===== config.mk =====
export PLATFORM = sky130hd
export DESIGN_NAME = fetch_unit
export DESIGN_NICKNAME = d
export VERILOG_FILES = /design/src/rtl/fetch_pkg.sv /design/src/rtl/fetch_unit.sv
export SDC_FILE = /design/constraint.sdc
export NUM_CORES = 1
export LEC_CHECK = 0
export BUFFER_PORTS_ARGS = -buffer_cell sky130_fd_sc_hd__buf_2
export CELL_PAD_IN_SITES_DETAIL_PLACEMENT = 1
export CELL_PAD_IN_SITES_GLOBAL_PLACEMENT = 1
export CORE_MARGIN = 1
export CORE_UTILIZATION = 30
export DETAILED_ROUTE_END_ITERATION = 8
export PLACE_DENSITY_LB_ADDON = 0.1
export SLEW_MARGIN = 20
export SYNTH_ARGS = -nofsm -noshare
export SYNTH_HDL_FRONTEND = slang
export SYNTH_SLANG_ARGS = --single-unit

===== constraint.sdc =====
create_clock -name Clock -period 3.5 [get_ports Clock]
set_input_delay 0.875 -clock Clock [delete_from_list [all_inputs] [get_ports Clock]]
set_output_delay 0.875 -clock Clock [all_outputs]
set_load 0.02 [all_outputs]

===== src/rtl/fetch_pkg.sv =====
// ----------------------------------------------------------------------------
// fetch_pkg
// Shared definitions for the RV32 instruction fetch front-end.
//   fetch_state_t : fetch FSM states (IDLE, REQ, WAIT, FULL)
//   NOP_INSTR     : instruction presented when the buffer is empty (addi x0,x0,0)
//   PC_STEP       : sequential PC increment in bytes
//   pc_advance()  : next sequential PC, wrapping modulo 2^32
// ----------------------------------------------------------------------------
package fetch_pkg;

  typedef enum logic [1:0] {
    IDLE = 2'd0,
    REQ  = 2'd1,
    WAIT = 2'd2,
    FULL = 2'd3
  } fetch_state_t;

  localparam logic [31:0] NOP_INSTR = 32'h0000_0013;
  localparam logic [31:0] PC_STEP   = 32'd4;

  // Plain 32-bit add: the carry out is dropped, so 0xFFFF_FFFC + 4 wraps to 0.
  function automatic logic [31:0] pc_advance(input logic [31:0] pc);
    return pc + PC_STEP;
  endfunction

endpackage


===== src/rtl/fetch_unit.sv =====
// ----------------------------------------------------------------------------
// fetch_unit
// Instruction fetch front-end of the pipelined RV32 core. Generates the fetch
// PC, runs a single-outstanding request/response handshake with instruction
// memory and buffers one fetched instruction for the IF pipeline register.
// Redirects from later stages retarget the PC; a response belonging to a
// squashed fetch is discarded.
//
// Parameters
//   RESET_PC         first fetch address after reset
//
// Ports
//   Clock            single clock, rising edge
//   Reset            asynchronous, active-high reset
//   hold             IF stalled: the buffered instruction is not consumed
//   redirect_valid   redirect fetch to redirect_pc (comes with the IF flush)
//   redirect_pc      redirect target, passed through unmodified
//   imem_req_valid   fetch request to instruction memory
//   imem_req_addr    request address
//   imem_req_ready   memory accepts the request
//   imem_rsp_valid   response data valid
//   imem_rsp_data    fetched instruction
//   fetch_pc         PC of the buffered instruction (0 when empty)
//   fetch_instr      buffered instruction (NOP when empty)
//   fetch_valid      buffer holds a valid instruction
//   perf_fetch_stall cycles spent in REQ/WAIT with an empty buffer
//                    (only when FETCH_PERF_CNT_EN is defined)
//
// Configuration macro: FETCH_PERF_CNT_EN adds the perf_fetch_stall counter.
// ----------------------------------------------------------------------------
module fetch_unit
  import fetch_pkg::*;
#(
  parameter logic [31:0] RESET_PC = 32'h0000_0000
) (
  input  logic        Clock,
  input  logic        Reset,
  input  logic        hold,
  input  logic        redirect_valid,
  input  logic [31:0] redirect_pc,
  output logic        imem_req_valid,
  output logic [31:0] imem_req_addr,
  input  logic        imem_req_ready,
  input  logic        imem_rsp_valid,
  input  logic [31:0] imem_rsp_data,
  output logic [31:0] fetch_pc,
  output logic [31:0] fetch_instr,
  output logic        fetch_valid
`ifdef FETCH_PERF_CNT_EN
  ,
  output logic [31:0] perf_fetch_stall
`endif
);

  fetch_state_t state;
  fetch_state_t state_nxt;

  logic [31:0] next_pc;
  logic [31:0] next_pc_nxt;
  logic        stale;
  logic        stale_nxt;
  logic        valid_nxt;
  logic [31:0] req_addr;
  logic [31:0] req_addr_nxt;
  logic        capture;
  logic        consume;

  logic [31:0] buf_pc;
  logic [31:0] buf_instr;

  assign consume = fetch_valid && !hold;

  // --------------------------------------------------------------------------
  // Control state register
  // --------------------------------------------------------------------------
  always_ff @(posedge Clock or posedge Reset) begin
    if (Reset) begin
      state       <= IDLE;
      next_pc     <= RESET_PC;
      stale       <= 1'b0;
      fetch_valid <= 1'b0;
      req_addr    <= RESET_PC;
    end else begin
      state       <= state_nxt;
      next_pc     <= next_pc_nxt;
      stale       <= stale_nxt;
      fetch_valid <= valid_nxt;
      req_addr    <= req_addr_nxt;
    end
  end

  // --------------------------------------------------------------------------
  // Next-state logic
  // --------------------------------------------------------------------------
  always_comb begin
    state_nxt   = state;
    next_pc_nxt = next_pc;
    stale_nxt   = stale;
    valid_nxt   = fetch_valid;
    capture     = 1'b0;

    case (state)
      IDLE: begin
        // A redirect here only retargets the PC; fetching starts once it drops.
        if (redirect_valid) begin
          next_pc_nxt = redirect_pc;
        end else begin
          state_nxt = REQ;
        end
      end

      REQ: begin
        // The request in flight cannot be withdrawn, so a redirect only marks
        // its eventual response as stale. A redirect accepted in the same
        // cycle as ready still leaves that response to be dropped.
        if (redirect_valid) begin
          next_pc_nxt = redirect_pc;
          stale_nxt   = 1'b1;
        end
        if (imem_req_ready) begin
          state_nxt = WAIT;
        end
      end

      WAIT: begin
        if (imem_rsp_valid) begin
          // Every response ends the outstanding request, so stale clears here
          // whether the data is kept or not.
          state_nxt = REQ;
          stale_nxt = 1'b0;
          if (redirect_valid) begin
            next_pc_nxt = redirect_pc;
          end else if (!stale) begin
            capture     = 1'b1;
            valid_nxt   = 1'b1;
            next_pc_nxt = pc_advance(next_pc);
            state_nxt   = FULL;
          end
        end else if (redirect_valid) begin
          next_pc_nxt = redirect_pc;
          stale_nxt   = 1'b1;
        end
      end

      FULL: begin
        // Redirect wins over consumption: the buffered instruction is dropped.
        if (redirect_valid) begin
          next_pc_nxt = redirect_pc;
          valid_nxt   = 1'b0;
          state_nxt   = REQ;
        end else if (consume) begin
          valid_nxt = 1'b0;
          state_nxt = REQ;
        end
      end

      default: begin
        state_nxt = IDLE;
      end
    endcase

    // The request address is frozen while a request is being presented so a
    // redirect cannot change it under the handshake; otherwise it follows the
    // PC that the next request will use.
    if (state == REQ) begin
      req_addr_nxt = req_addr;
    end else begin
      req_addr_nxt = next_pc_nxt;
    end
  end

  // --------------------------------------------------------------------------
  // Instruction buffer (data only, no reset: masked by fetch_valid)
  // --------------------------------------------------------------------------
  always_ff @(posedge Clock) begin
    if (capture) begin
      buf_pc    <= next_pc;
      buf_instr <= imem_rsp_data;
    end
  end

  assign imem_req_valid = (state == REQ);
  assign imem_req_addr  = req_addr;
  assign fetch_pc       = fetch_valid ? buf_pc    : 32'h0000_0000;
  assign fetch_instr    = fetch_valid ? buf_instr : NOP_INSTR;

`ifdef FETCH_PERF_CNT_EN
  logic [31:0] stall_cnt;

  // Counts cycles the front-end is waiting on memory with nothing to offer.
  always_ff @(posedge Clock or posedge Reset) begin
    if (Reset) begin
      stall_cnt <= 32'h0000_0000;
    end else if (((state == REQ) || (state == WAIT)) && !fetch_valid) begin
      stall_cnt <= stall_cnt + 32'd1;
    end
  end

  assign perf_fetch_stall = stall_cnt;
`endif

endmodule


Word level (Yosys, flattened, before mapping)
Index checks and enable logic that the tools add are counted.
{"block": "totals", "ff_bits": 132, "inputBits": 70, "out_inout_bits": 98, "elab_cells": 53}
{"block": "op_classes", "add_sub_neg": 1, "eq_ne": 9, "muxes": 28, "reduce_logical": 8}
{"cell": "32-bit two-way mux", "n": 6}
{"cell": "32-bit case mux with 2 select lines", "n": 1}
{"cell": "32-bit by 3-bit adder with 32-bit output, second input constant", "n": 1}
{"cell": "2-bit two-way mux", "n": 7}
{"cell": "1-bit two-way mux", "n": 11}
{"cell": "2-bit != test, second input constant", "n": 4}
{"cell": "2-bit case mux with 4 select lines", "n": 1}
{"cell": "5-bit AND reduction", "n": 1}
{"cell": "2-bit == test, second input constant", "n": 2}
{"cell": "1-bit case mux with 2 select lines", "n": 2}
{"cell": "4-bit AND reduction", "n": 1}
{"cell": "2-bit nonzero test", "n": 2}
{"cell": "3-bit != test, second input constant", "n": 1}
{"cell": "3-bit OR reduction", "n": 1}
{"cell": "2-bit by 1-bit == test with 1-bit output, second input constant", "n": 1}
{"cell": "2-bit logical NOT", "n": 1}
{"cell": "2-bit by 1-bit != test with 1-bit output, second input constant", "n": 1}
{"cell": "1-bit logical AND", "n": 1}
{"cell": "1-bit logical NOT", "n": 1}

Logic depth before layout (Yosys ltp)
{"block": "depth", "word_depth": 5, "ltp_mapped": 9, "ltp_nobuf": 8}

Least setup slack after synthesis
Ideal clock, no wire load.
{"block": "synth_timing", "path_kind": "in2reg", "start": "input port imem_rsp_valid", "end": "register req_addr[17], in the netlist imem_req_addr[17]", "setup_time_ns": 0.125, "t_arrival_ns": 3.443, "required_ns": 3.375, "slack_ns": -0.067, "path_stages": 7, "n_path_buf": 1, "cell_sequence": "clkbuf_1 > nand4bb_1 > inv_1 > nand4_1 > nor3_1 > mux2i_1 > mux2_2"}
{"block": "synth_via", "elab_chain_cells": 2}
{"item": "start: declaration", "line": "fetch_unit.sv:44", "rtl": "input logic imem_rsp_valid,"}
{"item": "32-bit two-way mux", "line": "fetch_unit.sv:126", "rtl": "if (imem_rsp_valid) begin"}
{"item": "32-bit case mux with 2 select lines", "line": "fetch_unit.sv:102", "rtl": "case (state)"}
{"item": "net next_pc_nxt[17]", "line": "fetch_unit.sv:59", "rtl": "logic [31:0] next_pc_nxt;"}
{"item": "end signal: assignment", "line": "fetch_unit.sv:88", "rtl": "req_addr <= req_addr_nxt;"}
{"item": "end: declaration", "line": "fetch_unit.sv:63", "rtl": "logic [31:0] req_addr;"}
The timed path passes the listed nets, and every way through them passes these cells.
A chain may end at the register's enable or synchronous reset.

Final worst setup path
{"block": "layout_timing", "start": "register fetch_valid", "end": "output port fetch_instr[10]"}
{"block": "layout_via", "elab_chain_cells": 1}
{"item": "start: declaration", "line": "fetch_unit.sv:48", "rtl": "output logic fetch_valid"}
{"item": "start signal: assignment", "line": "fetch_unit.sv:87", "rtl": "fetch_valid <= valid_nxt;"}
{"item": "32-bit two-way mux", "line": "fetch_unit.sv:185", "rtl": "assign fetch_instr = fetch_valid ? buf_instr : NOP_INSTR;"}
{"item": "end: declaration", "line": "fetch_unit.sv:47", "rtl": "output logic [31:0] fetch_instr,"}
Every way passes these cells.

==> summary.txt <==
Timing
  • RSZ-0062 raised after global routing: false
  • Final worst-path setup slack: 753 ps
  • Part of the cycle the worst path needs: 0.785
  • Worst-case clock skew: 9.86 ps
  • Actual transition at the worst max-transition pin: 772 ps
  • Final min period: 2750 ps
  • Total Neg Setup Slack: 0 ps
  • Worst slew margin relative to its limit: 0.485
  • Peak Freq: 0.364 GHz
  • Count of endpoints failing setup in the final report: 0
  • Final number of max-transition violations: 0
  • Number of failing hold endpoints at the final stage: 0

Routing
  • Wire length per cell after detailed routing: 18.4 µm
  • DRC violations left: 0
  • Vias: 4067
  • Number of antenna-violating nets in the routed design: 0
  • Via-per-instance ratio: 4.80
  • Initial DRC count: 132
  • Drt first pass iters: 4
  • Wire length reported by the detailed router: 15600 µm

Critical path
  • Largest stage delay on the critical path: 730 ps
  • Critical Path AT: 1870 ps
  • Cell-by-cell trace of the critical path: buf_4 > and2_1 > buf_2
  • Category of the worst setup path launch point: flip-flop
  • Critical-path maximum fanout: 36
  • Worst-path cell with the longest stage delay: sky130_fd_sc_hd__dfrtp_2
  • Critical Path End Type: output port
  • Required time at the worst-slack endpoint: 2620 ps
  • Category of the most critical setup path: reg -> out

Run
  • Max-cap violations: 0

Placed design
  • Number of buffers inserted by port buffering: 167
  • Routability-driven placement congestion ratio: 0.729
  • Pre-CTS setup slack: 596 ps
  • DP Wirelength: 10900 µm

Synth
  • Largest cells by area after synthesis: sky130_fd_sc_hd__edfxtp_1 (34%), sky130_fd_sc_hd__dfrtp_1 (30%), sky130_fd_sc_hd__mux2_2 (7.3%), sky130_fd_sc_hd__and2_1 (6.8%), sky130_fd_sc_hd__mux2i_1 (5.9%)
  • Area leader, netlist: sky130_fd_sc_hd__edfxtp_1
  • Mean instance size in the synthesized netlist: 13.5 µm²
  • Count of unique library cells instantiated by Yosys: 45
  • Share of synthesized area occupied by flip-flops and latches: 0.632
  • Synth warn: 0
  • Post-synthesis cell count: 423
  • Post-Synthesis Net Count: 499
  • Post-synthesis cell area: 5730 µm²
  • Flops & latches, synth: 132
  • Area fraction of the dominant cell type after synthesis: 0.335

Floorplan
  • Die height: 140 µm
  • Floorplan die area: 19700 µm²
  • I/O pins: 168
  • Row cnt: 50
  • Initial cell density of the core: 0.306
  • Horizontal die dimension: 140 µm
  • Area of the core: 18700 µm²

Layout
  • Share of cells above drive strength 1: 0.415
  • Filler cell count: 2012
  • Antenna diode count: 0
  • Post-layout nets: 677
  • Area taken by flip-flops and latches: 3620 µm²
  • Footprint of the multi-input gates: 2000 µm²
  • Area Growth Syn to Fin: 30.6%

Global routing
  • Final global-route overflow total: 0
  • Number of global-route vias before repair: 4207
  • GR Util All Layers: 0.168
  • Initial antenna violation count: 0
  • Maximum number of pins on one net before global-route repair: 45
  • First-pass GRT wire length: 24700 µm

Clock network
  • Count of clock tree sinks: 132
  • H-tree depth: 4
  • Count of instances resized after the clock tree is built: 0
  • Clock buffers created by TritonCTS: 17
  • Clock latency at the later pin of the worst-skew pair: 420 ps
  • Clock tree from TritonCTS: done
  • Number of buffers added for setup after CTS: 0
  • Largest buffer count on any clock path: 2
  • Clock tree root buffer cell: sky130_fd_sc_hd__clkbuf_16
  • Clock-pin slew on the worst setup and hold paths: 60 ps
  • Total of hold buffers inserted after clock tree synthesis: 0

Outcome
  • Outcome: complete, no violations

Power
  • Total power consumption of the routed design: 0.00532 W
  • PD cells: 710 nW/µm²
  • Largest voltage drop on the vdd net: 0.000353 V
  • Leak: 3.28 nW

Hold path
  • Worst min-delay path class: reg -> reg
-- routing by layer --
| metal | vias to the layer above | part of all wire | GRT usage |
|---|---|---|---|
| met5 | - | 0 | 0 |
| met4 | 0 | 0.014 | 0.0544 |
| met3 | 20 | 0.061 | 0.0530 |
| met2 | 130 | 0.46 | 0.262 |
| met1 | 2016 | 0.46 | 0.223 |
| li1 | 1901 | - | - |
-- worst max-delay path: cells and delay by family (launching register included) --
kind                   cells  cell delay [ps]
buffers and inverters      2              530
DFF                        1              730
and+or+nand+nor            1              180
-- layout make-up --
cell class | instances | share of cell area
multi-input combinational | 264 | 0.268
timing repair buffer | 176 | 0.122
inverter | 10 | 0.00552
clock buffer | 21 | 0.0644
sequential | 132 | 0.484
tap | 234 | 0.0391
clock inverter | 11 | 0.0162
-- kinds of logic (layout without fill, tap and decap cells) --
| group | after synthesis | in the layout | synth area share |
|---|---|---|---|
| compound gates | 27 | 27 | 0.0315 |
| xor+xnor | 5 | 5 | 0.00764 |
| fa+ha+maj | 6 | 6 | 0.0131 |
| buf+inv | 27 | 218 | 0.0177 |
| flops | 132 | 132 | 0.632 |
| mux | 71 | 71 | 0.132 |
| simple gates | 155 | 155 | 0.166 |
-- layout by cell type, fill, tap and decap left out, drive strengths merged, types with 6 or more instances in the layout --
cell type and n:
a21oi 6, mux2 37, nand2 13, ha 6, nor4 8, nand4 14, clkbuf 21, nor2 13
and4 6, buf 176, dfrtp 68, nand3 9, and2 62, inv 12, nor2b 6, nor3 8
mux2i 34, edfxtp 64
-- worst paths after layout --
kind                            depth (start not counted)               end   startpoint  slack (ps)
worst max-delay path                                    3   fetch_instr[10]  fetch_valid         750
worst min-delay path                                    0         buf_pc[0]   next_pc[0]         440
worst max register to register                          8  imem_req_addr[9]     state[0]         830
worst min register to register                          0         buf_pc[0]   next_pc[0]         440
max in group asynchronous                               3       fetch_valid        Reset        2210
min in group asynchronous                               2       next_pc[11]        Reset         600
-- stage by stage --
step           area, µm²   util  hold WS [ps]  instances
4_1_cts             7480  0.400           443        848
2_1_floorplan       5730      -           421        423
5_1_grt             7480  0.400           447        848
3_5_place_dp        6880  0.368           430        816
6_report            7480  0.400           440        848
3_3_place_gp        6880  0.368           426        816
-- registers in the layout (all words and copies together) (netlist names) --
signal	flops
state	2
buf_instr	32
fetch_valid	1
next_pc	32
stale	1
imem_req_addr	32
buf_pc	32
-- synth_stat cells, drive strengths merged --
cell type and count:
a211oi 1, a21boi 1, a21o 1, a21oi 6, a221o 1, a221oi 2, a311oi 1, a31oi 4
and2 62, and3 3, and4 6, buf 2, clkbuf 15, dfrtp 68, edfxtp 64, ha 6
inv 10, mux2 37, mux2i 34, nand2 13, nand2b 5, nand3 9, nand3b 1, nand4 14
nand4b 2, nand4bb 1, nor2 13, nor2b 6, nor3 8, nor3b 1, nor4 8, o21a 1
o21ai 4, o221ai 1, o22ai 1, o31ai 2, o32ai 1, or2 1, or3b 1, or4 1
xor2 5
-- report_power, final --
part,switching [W],internal (W)
clock network,0.000688,0.00113
logic,0.000837,0.000568
registers,0.000203,0.00189
(Power assumes the default switching activity.)
